<file path="config.mk">
export PLATFORM = sky130hd
export DESIGN_NAME = rgb_pwm_gen
export DESIGN_NICKNAME = d
export VERILOG_FILES = /design/src/rtl/tk1_rgb_pkg.sv /design/src/rtl/rgb_pwm_tick.sv /design/src/rtl/rgb_pwm_gen.sv
export SDC_FILE = /design/constraint.sdc
export NUM_CORES = 1
export LEC_CHECK = 0
export BUFFER_PORTS_ARGS = -buffer_cell sky130_fd_sc_hd__buf_4
export CAP_MARGIN = 5
export CORE_ASPECT_RATIO = 1.4
export CORE_MARGIN = 8
export CORE_UTILIZATION = 55
export DETAILED_ROUTE_END_ITERATION = 7
export PLACE_DENSITY = 0.76
export SLEW_MARGIN = 20
export SYNTH_ARGS = -nofsm -noshare
export SYNTH_HDL_FRONTEND = slang
export SYNTH_SLANG_ARGS = --single-unit
</file>
<file path="constraint.sdc">
create_clock -name clk -period 8.45 [get_ports clk]
set_input_delay 0.4225 -clock clk [delete_from_list [all_inputs] [get_ports clk]]
set_output_delay 0.4225 -clock clk [all_outputs]
set_load 0.03 [all_outputs]
</file>
<file path="src/rtl/tk1_rgb_pkg.sv">
// Shared definitions for the tk1 RGB LED PWM generator: FSM encoding and width defaults.
package tk1_rgb_pkg;

    typedef enum logic [1:0] {
        IDLE = 2'd0,
        ON   = 2'd1,
        OFF  = 2'd2
    } state_t;

    localparam int PWM_WIDTH_DEF      = 8;
    localparam int PRESCALE_WIDTH_DEF = 16;
    localparam int BLINK_WIDTH_DEF    = 8;

    // Full-scale duty: the counter tops out one below this, so this duty is always on.
    localparam int PWM_MAX = (1 << PWM_WIDTH_DEF) - 1;

    function automatic int ctr_top(input int width);
        return (1 << width) - 2;
    endfunction

endpackage

</file>
<file path="src/rtl/rgb_pwm_tick.sv">
// Prescaler and PWM period counter; both are held at zero while clear is high.
module rgb_pwm_tick
    import tk1_rgb_pkg::*;
#(
    parameter int PWM_WIDTH      = PWM_WIDTH_DEF,
    parameter int PRESCALE_WIDTH = PRESCALE_WIDTH_DEF
) (
    input  logic                      clk,
    input  logic                      reset_n,
    input  logic                      clear,
    input  logic [PRESCALE_WIDTH-1:0] prescale,
    output logic                      tick,
    output logic [PWM_WIDTH-1:0]      pwm_ctr,
    output logic                      wrap
);

    localparam logic [PWM_WIDTH-1:0] CTR_TOP = PWM_WIDTH'(ctr_top(PWM_WIDTH));

    logic [PRESCALE_WIDTH-1:0] pre_cnt;

    // >= rather than == so that lowering prescale below the count wraps at once.
    assign tick = !clear && (pre_cnt >= prescale);
    assign wrap = tick && (pwm_ctr == CTR_TOP);

    always_ff @(posedge clk or negedge reset_n) begin
        if (!reset_n) begin
            pre_cnt <= '0;
            pwm_ctr <= '0;
        end else if (clear) begin
            pre_cnt <= '0;
            pwm_ctr <= '0;
        end else begin
            if (tick)
                pre_cnt <= '0;
            else
                pre_cnt <= pre_cnt + PRESCALE_WIDTH'(1);

            if (wrap)
                pwm_ctr <= '0;
            else if (tick)
                pwm_ctr <= pwm_ctr + PWM_WIDTH'(1);
        end
    end

endmodule

</file>
<file path="src/rtl/rgb_pwm_gen.sv">
// Three-channel PWM generator for the RGBA LED driver, with shadowed duties and blink gating.
module rgb_pwm_gen
    import tk1_rgb_pkg::*;
#(
    parameter int PWM_WIDTH      = PWM_WIDTH_DEF,
    parameter int PRESCALE_WIDTH = PRESCALE_WIDTH_DEF,
    parameter int BLINK_WIDTH    = BLINK_WIDTH_DEF
) (
    input  logic                      clk,
    input  logic                      reset_n,
    input  logic                      enable,
    input  logic [PRESCALE_WIDTH-1:0] prescale,
    input  logic                      duty_we,
    input  logic [PWM_WIDTH-1:0]      duty0,
    input  logic [PWM_WIDTH-1:0]      duty1,
    input  logic [PWM_WIDTH-1:0]      duty2,
    input  logic [BLINK_WIDTH-1:0]    blink_on,
    input  logic [BLINK_WIDTH-1:0]    blink_off,
    output logic                      rgb0_pwm,
    output logic                      rgb1_pwm,
    output logic                      rgb2_pwm,
    output logic                      led_en,
    output logic                      curr_en,
    output logic                      period_start
);

    state_t state, state_next;

    logic                   clear;
    logic                   tick;
    logic                   wrap;
    logic [PWM_WIDTH-1:0]   pwm_ctr;

    logic [PWM_WIDTH-1:0]   pending0, pending1, pending2;
    logic [PWM_WIDTH-1:0]   active0, active1, active2;

    logic [BLINK_WIDTH-1:0] blink_cnt;
    logic [BLINK_WIDTH:0]   blink_cnt_inc;
    logic [BLINK_WIDTH-1:0] on_len;
    logic                   on_done, off_done;
    logic                   blink_clr, blink_inc;

    logic                   raw0, raw1, raw2;

    assign clear = (state == IDLE) || !enable;

    rgb_pwm_tick #(
        .PWM_WIDTH      (PWM_WIDTH),
        .PRESCALE_WIDTH (PRESCALE_WIDTH)
    ) u_tick (
        .clk      (clk),
        .reset_n  (reset_n),
        .clear    (clear),
        .prescale (prescale),
        .tick     (tick),
        .pwm_ctr  (pwm_ctr),
        .wrap     (wrap)
    );

    // Duty shadowing: active values only change on a period boundary, or freely while idle.
    always_ff @(posedge clk or negedge reset_n) begin
        if (!reset_n) begin
            pending0 <= '0;
            pending1 <= '0;
            pending2 <= '0;
            active0  <= '0;
            active1  <= '0;
            active2  <= '0;
        end else begin
            if (duty_we) begin
                pending0 <= duty0;
                pending1 <= duty1;
                pending2 <= duty2;
            end
            if (state == IDLE) begin
                active0 <= duty_we ? duty0 : pending0;
                active1 <= duty_we ? duty1 : pending1;
                active2 <= duty_we ? duty2 : pending2;
            end else if (wrap) begin
                active0 <= pending0;
                active1 <= pending1;
                active2 <= pending2;
            end
        end
    end

    // Blink phase length, counted in completed PWM periods.
    assign on_len        = (blink_on == '0) ? BLINK_WIDTH'(1) : blink_on;
    assign blink_cnt_inc = {1'b0, blink_cnt} + (BLINK_WIDTH + 1)'(1);
    assign on_done       = blink_cnt_inc >= {1'b0, on_len};
    assign off_done      = blink_cnt_inc >= {1'b0, blink_off};

    always_ff @(posedge clk or negedge reset_n) begin
        if (!reset_n) begin
            state     <= IDLE;
            blink_cnt <= '0;
        end else begin
            state <= state_next;
            if (blink_clr)
                blink_cnt <= '0;
            else if (blink_inc)
                blink_cnt <= blink_cnt + BLINK_WIDTH'(1);
        end
    end

    always_comb begin
        state_next = state;
        blink_clr  = 1'b0;
        blink_inc  = 1'b0;
        if (!enable) begin
            state_next = IDLE;
            blink_clr  = 1'b1;
        end else begin
            case (state)
                IDLE: begin
                    state_next = ON;
                    blink_clr  = 1'b1;
                end
                ON: begin
                    // With blink_off == 0 the counter is parked so it never overflows.
                    if (wrap && (blink_off != '0)) begin
                        if (on_done) begin
                            state_next = OFF;
                            blink_clr  = 1'b1;
                        end else begin
                            blink_inc = 1'b1;
                        end
                    end
                end
                OFF: begin
                    if (wrap) begin
                        if (off_done) begin
                            state_next = ON;
                            blink_clr  = 1'b1;
                        end else begin
                            blink_inc = 1'b1;
                        end
                    end
                end
                default: begin
                    state_next = IDLE;
                    blink_clr  = 1'b1;
                end
            endcase
        end
    end

    // Stage 0: compare against the active duties.
    assign raw0 = pwm_ctr < active0;
    assign raw1 = pwm_ctr < active1;
    assign raw2 = pwm_ctr < active2;

    // Stage 1: registered outputs; enable is folded in so a drop is seen one clock later.
    always_ff @(posedge clk or negedge reset_n) begin
        if (!reset_n) begin
            rgb0_pwm     <= 1'b0;
            rgb1_pwm     <= 1'b0;
            rgb2_pwm     <= 1'b0;
            led_en       <= 1'b0;
            curr_en      <= 1'b0;
            period_start <= 1'b0;
        end else begin
            rgb0_pwm     <= raw0 && (state == ON) && enable;
            rgb1_pwm     <= raw1 && (state == ON) && enable;
            rgb2_pwm     <= raw2 && (state == ON) && enable;
            led_en       <= (state != IDLE) && enable;
            curr_en      <= (state != IDLE) && enable;
            period_start <= wrap;
        end
    end

endmodule

</file>
Word-level counts from Yosys, hierarchy flattened
Index checks and enable logic that the tools add are counted.
- add/subtract/negate cells: 4
- order comparisons: 6
- equal/unequal tests: 7
- multiplexer cells: 35
- reduce and logical (&&, ||, !) cells: 21
- operators with widths (operator ; count):
    2-to-1 mux 8 bit ; 15
    2-to-1 mux 16 bit ; 2
    less-than comparator 8 bit ; 3
    greater-or-equal comparator 9 x 8 -> 1 bit ; 2
    adder 16 x 1 -> 16 bit, second input constant ; 1
    adder 8 x 1 -> 8 bit, second input constant ; 2
    greater-or-equal comparator 16 bit ; 1
    != test 3 bit, second input constant ; 4
    logical AND 1 bit ; 10
    2-to-1 mux 1 bit ; 10
    2-to-1 mux 2 bit ; 5
    adder 8 x 1 -> 9 bit, second input constant ; 1
    == test 8 bit, second input constant ; 1
    logical NOT 8 bit ; 1
    nonzero test 8 bit ; 1
    case mux 2 bit (3 select lines) ; 1
    nonzero test 2 bit ; 3
    case mux 1 bit (2 select lines) ; 2
    AND reduction 4 bit ; 1
    nonzero test 3 bit ; 1
    == test 2 x 1 -> 1 bit, second input constant ; 1
    == test 2 bit, second input constant ; 1
    logical NOT 1 bit ; 2
    logical NOT 2 bit ; 1
    logical OR 1 bit ; 1
- bits in registers: 87
- input bits: 60
- output and inout bits: 6
- word-level logic and storage cells: 88

Logic depth before layout (Yosys ltp)
- depth after elaboration: 11
- mapped depth: 12

By module
A second synthesis with hierarchy kept.
- cell total of the unflattened synthesis: 544
- area total of the unflattened synthesis: 5395.2 µm²
- by module, submodules not included (module ; times used ; cells an instance ; area each (µm²)):
    rgb_pwm_gen ; 1 ; 370 ; 3773.6
    rgb_pwm_tick ; 1 ; 174 ; 1621.6

Least setup slack after synthesis
Ideal clock, no wire load.
- path type: register to register
- start point: register blink_cnt[3]
- end point: register blink_cnt[3]
- setup time: 67 ps
- data arrival time: 2839 ps
- data required time: 8383 ps
- slack: 5543 ps
- stages on the path, launching flop included: 13
- path buffers: 0
- path through: dfrtp_1 > and3_1 > and3_1 > nor2b_1 > or2_2 > ha_1 > a21o_1 > a21oi_1 > nor2b_1 > a2111oi_2 > nand3b_1 > and2_1 > a32o_1
- word-level cells in the longest chain between the ends: 7
- elaborated cells between the ends (all ways): 19
- classes of those cells: 2 x add/sub; 2 x order compare; 14 x mux; 1 x reduce/logical
- RTL lines (what ; line ; source):
    from (decl) ; rgb_pwm_gen.sv:37 ; logic [BLINK_WIDTH-1:0] blink_cnt;
    from (signal assigned) ; rgb_pwm_gen.sv:102 ; blink_cnt <= blink_cnt + BLINK_WIDTH'(1);
    adder 8 x 1 -> 9 bit ; rgb_pwm_gen.sv:89 ; assign blink_cnt_inc = {1'b0, blink_cnt} + (BLINK_WIDTH + 1)'(1);
    greater-or-equal comparator 9 x 8 -> 1 bit, on equally long branches ; rgb_pwm_gen.sv:91, rgb_pwm_gen.sv:90 ;
    2-to-1 mux 1 bit, on equally long branches ; rgb_pwm_gen.sv:132, rgb_pwm_gen.sv:122 ;
    2-to-1 mux 1 bit, on equally long branches ; rgb_pwm_gen.sv:131, rgb_pwm_gen.sv:121 ;
    case mux 1 bit (2 select lines) ; rgb_pwm_gen.sv:114 ; case (state)
    2-to-1 mux 1 bit ; rgb_pwm_gen.sv:110 ; if (!enable) begin
    2-to-1 mux 8 bit / nonzero test 2 bit (equally long branches) ; - ;
Several ways; a longest one is shown, not always the timed one. The select of a mux whose other input is x is not followed.
A chain may end at the register's enable or synchronous reset.

Worst setup path after layout
- start point: register blink_cnt[0]
- end point: register blink_cnt[4]
The elaborated chain is that of the path after synthesis.

==> metrics.csv <==
stage,metric,value,unit
drt,vias per std cell,5.784,
power,pwr/cell area,217.2,nW/um2
logic_synthesis,Post-synth ARST share,100.0,%
floorplanning,initial core utilization,56.11,%
place,gp weighted congestion,0.8361,
logic_synthesis,dominant cells by area after synthesis,"dfrtp_1 41%, ha_1 14%, mux2_2 5.1%",
logic_synthesis,Synth Area per Inst,10.25,um2
job,MaxCap Viol Count,0,
global_routing,largest net degree at the start of global routing,88,
power,Worst IR Drop VDD,0.0001044,V
clock_tree,"CTS clk-pin slew, worst paths",60,ps
power,Leakage,3.247,nW
clock_tree,H-tree levels,3,
finish,"most common cell after layout, fill and taps aside",dfrtp_1,
drt,ANT nets after route,0,
logic_synthesis,"area leader, netlist",dfrtp_1,
floorplanning,die span in y,131.9,um
global_routing,GRT Total Usage,17.89,%
sta,FMAX,288.3,MHz
clock_tree,CTS buffer count,9,
sta,relative slew slack,30.53,%
clock_tree,TritonCTS clock tree,yes,
logic_synthesis,post-synthesis sequential area ratio,41.25,%
drt,DRT Wirelength,11.21,mm
logic_synthesis,net count after synthesis,636,
drt,Vias,3985,
sta,Max Slew Vio Count,0,
setup_path,type of origin of the critical path,flip-flop,
logic_synthesis,Cell variety after synth,51,
floorplanning,Rows,42,
finish,fraction of layout cells with a size suffix above 1,20.55,%
sta,worst slew pin tran,1039,ps
place,Setup WS pre-CTS,5080,ps
logic_synthesis,Yosys top cell area share,41.25,%
finish,ant diodes,0,
hold_path,HP Class,input port to async pin,
drt,First-pass DRT Iterations,4,
drt,drt drc,0,
global_routing,first-pass GRT wire length,19.38,mm
floorplanning,die footprint,13030,um2
logic_synthesis,yosys warns,0,
clock_tree,# hold bufs at CTS,0,
sta,fin crit period,3469,ps
setup_path,critical path arrival,3730,ps
sta,Final Hold Fails,0,
logic_synthesis,top_reg_cell synth,dfrtp_1,
clock_tree,worst-skew pair later-pin latency,330,ps
setup_path,Crit Path Max Fanout,7,
finish,Layout area overhead,16.62,%
logic_synthesis,"EDFF count, synth",0,
setup_path,Worst Path Required,8720,ps
floorplanning,Die Wd,98.79,um
sta,final setup fails,0,
sta,final setup TNS,0,ps
drt,WL/cell,16.27,um
finish,highest-count cells in the layout ignoring fill and taps,"87 x dfrtp_1, 66 x buf_4, 61 x ha_1",
setup_path,CP endpoint kind,flip-flop,
drt,initial drt markers,125,
logic_synthesis,#FFs+latches synth,87,
finish,Filler cells,760,
logic_synthesis,Post-Syn Area,5278,um2
global_routing,initial antenna violation count,0,
global_routing,vias in the first global route,4220,
sta,worst setup margin,4981,ps
place,port buffer count,65,
setup_path,WS Path Type,flip-flop to flip-flop,
clock_tree,Resize count post-CTS,0,
floorplanning,Ports,66,
setup_path,R2R Setup Slk,4980,ps
logic_synthesis,post-synthesis cell count,515,
sta,Final period util,41.05,%
clock_tree,clock net sink count,87,
place,post-DP HPWL,8.298,mm
clock_tree,Root Driver,clkbuf_16,
run_status,outcome,completed,
clock_tree,Max Root-Sink Buffers,2,
global_routing,total gr overflow,0,
finish,Nets,695,
clock_tree,post-CTS repair timing setup buffer count,0,
floorplanning,Core Area,9407,um2
sta,skew final,4.203,ps
sta,RSZ-0062 raised after global routing,no,
-- worst paths after layout --
| kind | start | endpoint | cells after the start |
|---|---|---|---|
| max | blink_cnt[0]$_DFFE_PN0P_ | blink_cnt[4]$_DFFE_PN0P_ | 11 |
| max in group asynchronous | reset_n | pending2[6]$_DFF_PN0_ | 1 |
| max reg2reg | blink_cnt[0]$_DFFE_PN0P_ | blink_cnt[4]$_DFFE_PN0P_ | 11 |
| min in group clk | duty0[3] | pending0[3]$_DFF_PN0_ | 2 |
| min | reset_n | blink_cnt[2]$_DFFE_PN0P_ | 1 |
| min reg2reg | active0[0]$_DFFE_PN0P_ | active0[0]$_DFFE_PN0P_ | 1 |
-- logic make-up after synthesis --
group / Yosys count / share of synthesized area [%]
multiplexers: 27 / 5.690
buffers and inverters: 79 / 5.856
AO/OA/AOI/OAI: 126 / 18.47
AND/OR/NAND/NOR: 117 / 11.29
flip-flops: 87 / 41.25
XOR/XNOR: 18 / 2.987
adder cells (fa/ha/maj): 61 / 14.46
-- sequential cells by signal, indices dropped and copies added, names as in the netlist, 2 cells and up --
register        cells
active2             8
u_tick.pwm_ctr      8
state               2
active0             8
pending2            8
pending1            8
active1             8
blink_cnt           8
pending0            8
u_tick.pre_cnt     16
-- critical path, cell delays in order (launching register included) --
cell      delay, ps
dfrtp_1         490
ha_1            260
nand3_1         110
xnor2_1         290
ha_1            310
a21o_1          180
a211oi_1        220
o21ai_0         180
a211o_1         290
a211oi_1        620
and2_1          270
a32o_1          180
-- Yosys cell counts (all sizes together), types with 7 or more instances --
library cell	n
ha	61
clkbuf	15
o21ai	11
a31oi	10
and3	12
mux2	24
a22oi	20
a21o	23
nor2b	7
nor2	26
xnor2	9
nand2	26
a21oi	8
inv	60
o31ai	22
xor2	9
nand3	20
dfrtp	87
-- final cells by class --
cell class                 instances  area, um2  area share, %
clock buffer                      12      256.5          4.168
clock inverter                     4      52.55         0.8538
inverter                          60      225.2          3.659
multi-input combinational        349       2799          45.48
sequential                        87       2177          35.37
tap                              110      137.6          2.236
timing repair buffer              67      506.7          8.233
-- layer usage --
metal	GRT usage (%)	routed length, um	vias up	part of all wire, %
met1	20.69	4807	1946	43
met5	0	0	-	0
li1	-	-	1971	-
met4	4.627	73	0	0.65
met3	4.123	411	5	3.7
met2	31.99	5921	63	53
-- metrics by stage --
step / total power, mW / cells / instance area (um2) / hold slack, ps / util, %
final: 1.337 / 689 / 6155 / 152.7 / 65.43
after global routing: 1.419 / 689 / 6155 / 215.1 / 65.43
after CTS: 1.347 / 689 / 6151 / 333.0 / 65.39
after detailed placement: 0.9366 / 673 / 5842 / 467.3 / 62.10
after global placement: 0.9151 / 673 / 5842 / 468.5 / 62.10
after floorplan: 0.8214 / 515 / 5278 / 126.9 / -
-- where the power goes --
group	internal, mW	total, mW	switching, mW
Combinational	0.166	0.401	0.235
Sequential	0.498	0.530	0.0319
Clock	0.246	0.406	0.160
Note: power is estimated with default switching activity, not from simulation.
